--- src/rtl/morse_unit_timer.sv ---
// Morse unit timer: a prescaler of UNIT_CYCLES clocks drives a unit down-counter
// loaded from mult, with a start/busy/done handshake plus pause, abort and retrigger.
module morse_unit_timer #(
  parameter int UNIT_CYCLES = 100,
  parameter int MULT_W      = 3,
  parameter int RETRIGGER   = 0
) (
  input  logic              clk,
  input  logic              rst_n,
  input  logic              start,
  input  logic [MULT_W-1:0] mult,
  input  logic              pause,
  input  logic              abort,
  output logic              busy,
  output logic              done,
  output logic              unit_tick,
  output logic [MULT_W-1:0] units_left
);

  localparam int TICK_W = (UNIT_CYCLES > 1) ? $clog2(UNIT_CYCLES) : 1;
  localparam logic [TICK_W-1:0] TICK_MAX = TICK_W'(UNIT_CYCLES - 1);

  localparam logic [0:0] S_IDLE = 1'b0;
  localparam logic [0:0] S_RUN  = 1'b1;

  logic [0:0]        state_q, state_d;
  logic [TICK_W-1:0] presc_q, presc_d;
  logic [MULT_W-1:0] units_q, units_d;
  logic              done_q, done_d;
  logic              tick_q, tick_d;
  logic              start_ok;

  // A start is taken in IDLE always, and in RUN only when retriggering is enabled.
  assign start_ok = start && ((state_q == S_IDLE) || (RETRIGGER != 0));

  always_comb begin
    state_d = state_q;
    presc_d = presc_q;
    units_d = units_q;
    done_d  = 1'b0;
    tick_d  = 1'b0;
    if (abort) begin
      state_d = S_IDLE;
      presc_d = '0;
      units_d = '0;
    end else if (start_ok) begin
      presc_d = '0;
      if (mult == '0) begin
        // Zero-length run (or retrigger to zero): finish immediately with a done.
        state_d = S_IDLE;
        units_d = '0;
        done_d  = 1'b1;
      end else begin
        state_d = S_RUN;
        units_d = mult;
      end
    end else if ((state_q == S_RUN) && !pause) begin
      if (presc_q == TICK_MAX) begin
        presc_d = '0;
        units_d = units_q - MULT_W'(1);
        tick_d  = 1'b1;
        if (units_q == MULT_W'(1)) begin
          state_d = S_IDLE;
          done_d  = 1'b1;
        end
      end else begin
        presc_d = presc_q + TICK_W'(1);
      end
    end
  end

  always_ff @(posedge clk or negedge rst_n) begin
    if (!rst_n) begin
      state_q <= S_IDLE;
      presc_q <= '0;
      units_q <= '0;
      done_q  <= 1'b0;
      tick_q  <= 1'b0;
    end else begin
      state_q <= state_d;
      presc_q <= presc_d;
      units_q <= units_d;
      done_q  <= done_d;
      tick_q  <= tick_d;
    end
  end

  assign busy       = (state_q == S_RUN);
  assign done       = done_q;
  assign unit_tick  = tick_q;
  assign units_left = units_q;

endmodule

--- config.mk ---
export PLATFORM = sky130hd
export DESIGN_NAME = morse_unit_timer
export DESIGN_NICKNAME = d
export VERILOG_FILES = /design/src/rtl/morse_unit_timer.sv
export SDC_FILE = /design/constraint.sdc
export NUM_CORES = 1
export LEC_CHECK = 0
export CAP_MARGIN = 20
export CORE_MARGIN = 2
export CORE_UTILIZATION = 40
export DETAILED_ROUTE_END_ITERATION = 12
export PLACE_DENSITY = 0.66
export SLEW_MARGIN = 20
export SYNTH_ARGS = -nofsm -noshare
export SYNTH_HDL_FRONTEND = slang
export SYNTH_SLANG_ARGS = --single-unit
--- constraint.sdc ---
create_clock -name clk -period 1.55 [get_ports clk]
set_clock_uncertainty 0.1 [all_clocks]
set_input_delay 0.3875 -clock clk [delete_from_list [all_inputs] [get_ports clk]]
set_output_delay 0.3875 -clock clk [all_outputs]
set_load 0.05 [all_outputs]
# Word-level counts from Yosys, hierarchy flattened
# Index checks and enable logic that the tools add are counted.
# word_totals
regBits	13
input_bits	8
word_cells	44
# classes
addsub	2
eq_ne	2
mux	25
bitwise_logic	1
reduce_logical	9
# op_table
operator	count
$mux W7	4
$mux W1	16
$mux W3	5
$reduce_bool A3 Y1	3
$add A7 B1 Y7 const B	1
$eq A7 B7 Y1 const B	1
$eq A3 B1 Y1 const B	1
$logic_not A3 Y1	1
$reduce_and A3 Y1	1
$sub A3 B1 Y3 const B	1
$logic_and A1 B1 Y1	2
$reduce_and A2 Y1	1
$logic_not A1 Y1	1
$not A1 Y1	1

# Depth between registers and ports, before layout
# logic_depth
depth_word	6
depth_mapped	6
mapped_depth_nobuf	6

# Worst setup path before layout
# OpenSTA, ideal clock, no wires.
# synth_path
kind	register to register
startpoint	reg state_q, in the netlist busy
endpoint	reg done_q, in the netlist done
setup_ns	0.087
t_arrival_ns	1.687
path_slack_ns	-0.324
path_stages_with_launch	6
period_less_slack_ns	1.874
path_cell_list	dfrtp_1 -> nor2b_1 -> buf_2 -> nand3_4 -> or3b_1 -> a211oi_2
# synth_via
elab_chain_len	4
elab_cells_between_ends	6
# synth_lines
item	line_no	source
from (decl)	26	logic [0:0] state_q, state_d;
from (signal assigned)	80	state_q <= state_d;
$logic_and A1 B1 Y1 / $not A1 Y1 (equally long branches)	57, 34	
$mux W1 / $logic_and A1 B1 Y1 (equally long branches)	57, 34	
$mux W1 (*)	46	end else if (start_ok) begin
$mux W1 (*)	42	if (abort) begin
named net done_d	29	logic done_q, done_d;
to (signal assigned)	83	done_q <= done_d;
to (decl)	29	
# The timed path passes the listed nets; every way through them passes the cells marked *.
# A chain may end at the register's enable or synchronous reset.

# Worst setup path in the final report
# layout_path
startpoint	reg presc_q[3]
endpoint	reg done_q, in the netlist done
# layout_via
elab_chain_len	5
# layout_lines
item	line_no	source
from (decl)	27	logic [TICK_W-1:0] presc_q, presc_d;
from (signal assigned)	81	presc_q <= presc_d;
$eq A7 B7 Y1	58	if (presc_q == TICK_MAX) begin
$mux W1	58	
$mux W1	57	end else if ((state_q == S_RUN) && !pause) begin
$mux W1	46	
$mux W1	42	
named net done_d	29	
# The timed path passes the listed nets, and every way through them passes these cells.

==> flow_metrics.env <==
export IMPL_status="finished with violations"
export IMPL_violations="setup timing"
export IMPL_async_flop_share=1.000
export IMPL_clock_fmax_ghz=0.5920
export IMPL_grt_max_degree=10
export IMPL_syn_num_nets=83
export IMPL_reg2reg_to="done"
export IMPL_use_met3=0.03846
export IMPL_core_area_um2=1727
export IMPL_drtIter0Drc=11
export IMPL_drv_cap=0
export IMPL_cts_sinks=13
export IMPL_reg2reg_setup_slack_ns=-0.14
export IMPL_syn_area_per_cell_um2=10.25
export IMPL_maxSlewViolCount=0
export IMPL_finalSetupViolCount=6
export IMPL_htree_levels=1
export IMPL_post_route_drc_count=0
export IMPL_yosysUniqueCellTypes=35
export IMPL_vias=715
export IMPL_grt_usage=0.1983
export IMPL_first_pass_iters=4
export IMPL_synth_commonest_cells="dfrtp_1, nor2_1, nand2_1, a21oi_1, ha_1"
export IMPL_viasPerCell=5.296
export IMPL_num_antenna_cells=0
export IMPL_vdd_drop_max_uv=489.8
export IMPL_synthTopCellsByArea="dfrtp_1, ha_1, nor2_1"
export IMPL_die_h_um=46.96
export IMPL_instances_no_fill=135
export IMPL_slew_headroom=0.7517
export IMPL_clockRootBuffer="clkbuf_4"
export IMPL_final_setup_worst_slack_ns=-0.1392
export IMPL_grt_pass1_wl_um=3008
export IMPL_worst_r2r_cell_count=4
export IMPL_p_leak_nw=0.5623
export IMPL_crit_reg2reg_launch="presc_q[3]"
export IMPL_hold_viol=0
export IMPL_ys_ff_latch=13
export IMPL_synthToLayoutAreaGrowth_pct=67.80
export IMPL_gp_congestion=0.8088
export IMPL_total_power_uw=783.5
export IMPL_syn_inst=72
export IMPL_worst_pin_slew_ns=0.3708
export IMPL_totalWireLength_um=2066
export IMPL_clock_latency_ns=0.27
export IMPL_crit_path_top_delay_cell="nor4b_4"
export IMPL_ioPinCount=14
export IMPL_period_share=1.090
export IMPL_powerDensity_nw_per_um2=632.5
export IMPL_use_met2=0.3370
export IMPL_die_w_um=46.96
export IMPL_synth_ff_type="dfrtp_1"
export IMPL_ant_nets=0
export IMPL_cp_slowest_stage_delay_ns=0.42
export IMPL_die_area_um2=2205
export IMPL_nets=122
export IMPL_ys_seq_area_frac=0.4407
export IMPL_critPathLaunchType="register"
export IMPL_start_util=0.4275
export IMPL_synth_most_common_cell="dfrtp_1"
export IMPL_numCtsBuffers=3
export IMPL_final_layout_size_suffix_gt1_frac=0.4636
export IMPL_endpoint_kind="register"
export IMPL_grt_ovfl_total=0
export IMPL_crit_chain="nor4b_4, nand3_4, or3b_4, a211oi_2"
export IMPL_hold_path_class="input port to asynchronous set/reset pin"
export IMPL_row_count=15
export IMPL_clkTransAtPathRegs_ns=0.08
export IMPL_yosys_warnings=0
export IMPL_grt_pass1_vias=682
export IMPL_synthesis_area_um2=738.2
export IMPL_use_met1=0.2518
export IMPL_crit_arrival_ns=1.78
export IMPL_crit_type="register to register"
export IMPL_antenna_found_initial=0
export IMPL_synth_edf_count=0
export IMPL_clock_path_buffers=2
export IMPL_hpwl_um=1525
export IMPL_cts_tree="built"
export IMPL_routedWlPerCell_um=15.30
export IMPL_fin_crit_ns=1.689
export IMPL_rsz0062_at_grt="yes"
export IMPL_cts_hold_buffers_added=0
export IMPL_synth_top_area_cell="dfrtp_1"
export IMPL_yosys_area_top_type_share=0.4407
export IMPL_worst_ep_required_time_ns=1.64
export IMPL_portBuffers=13
export IMPL_cp_max_fo=2
export IMPL_gr_max_usage_layer="met2"
export IMPL_dp_cells=129
## state kept, by name, summed over array words and instances, names as in the netlist
name,flops
unit_tick,1
done,1
busy,1
units_left,3
presc_q,7
## power by group
group	switching, mW	total [mW]	leakage (nW)	internal (mW)
registers	0.0121	0.362	0.176	0.350
clock network	0.112	0.212	0.0150	0.0996
logic	0.107	0.210	0.371	0.102
total	0.232	0.784	0.562	0.552
## worst max path at each step
stage	from	slack, ns	cells past startpoint	to
after global routing	presc_q[3]	-0.19	4	done
after global placement	pause	-0.37	7	units_left[0]
after floorplan	busy	-0.14	5	done
final	presc_q[3]	-0.14	4	done
after CTS	presc_q[4]	-0.13	4	done
after detailed placement	pause	-0.39	6	presc_q[4]
## worst max-delay path: cells and delay by family, from the launching register on
family | cells | cell delay, ns
flip-flops | 1 | 0.41
AND/OR/NAND/NOR | 3 | 0.91
AO/OA/AOI/OAI | 1 | 0.19
## layout make-up
cell class | count | area, um^2
clock buffer | 4 | 26.28
fill | 124 | 488.0
inverter | 2 | 7.507
multi-input combinational | 55 | 471.7
sequential | 13 | 326.6
tap | 25 | 31.28
timing repair buffer | 36 | 375.4
## cell usage in the layout, fill, tap and decap left out, types with 2 or more instances in the layout
master,netlist,final
dfrtp_1,13,12
xor2_1,2,2
buf_6,0,2
buf_4,0,21
nor2_1,9,8
nand4_1,2,2
nand2b_1,2,2
or3b_4,0,2
a21oi_1,3,2
dlymetal6s2s_1,0,2
a211oi_2,1,2
inv_1,2,2
clkdlybuf4s50_1,0,5
clkbuf_4,0,3
buf_12,0,6
ha_1,3,3
nand2_1,7,5
## metrics by stage
stage               hold WS, ns  TNS, ns  setup WS (ns)  cell area [um^2]  utilization
floorplan             -0.008091  -0.3888        -0.1386             752.0            -
global placement         0.4222   -2.977        -0.3704              1120       0.6486
detailed placement       0.4244   -3.360        -0.3869              1120       0.6486
CTS                      0.2310  -0.4538        -0.1298              1180       0.6833
global route             0.2372   -1.001        -0.1853              1239       0.7174
finish                   0.2249  -0.5071        -0.1392              1239       0.7174
## per-layer routing
layer	vias to the layer above	part of all wire
met4	0	0.0068
li1	342	-
met2	22	0.52
met3	2	0.038
met5	-	0
met1	349	0.43
## kinds of logic (layout without fill, tap and decap cells)
family | count (synthesis) | in the layout | share of synthesized area
AOI/OAI and AO/OA | 15 | 15 | 0.1610
xor gates and xnor gates | 3 | 3 | 0.03560
adders and majority gates | 3 | 3 | 0.05085
DFF | 13 | 13 | 0.4407
buffers and inverters | 4 | 42 | 0.02203
and+or+nand+nor | 33 | 33 | 0.2763
muxes | 1 | 1 | 0.01356
## timing repair
action                                  4_1_cts  5_1_grt
pin swaps                                     9        4
gates resized for setup                       9       10
gates cloned                                  0        0
endpoints found under the setup margin        9       12
setup buffers                                 0        2
No activity file was read; power rests on OpenSTA's default activity.
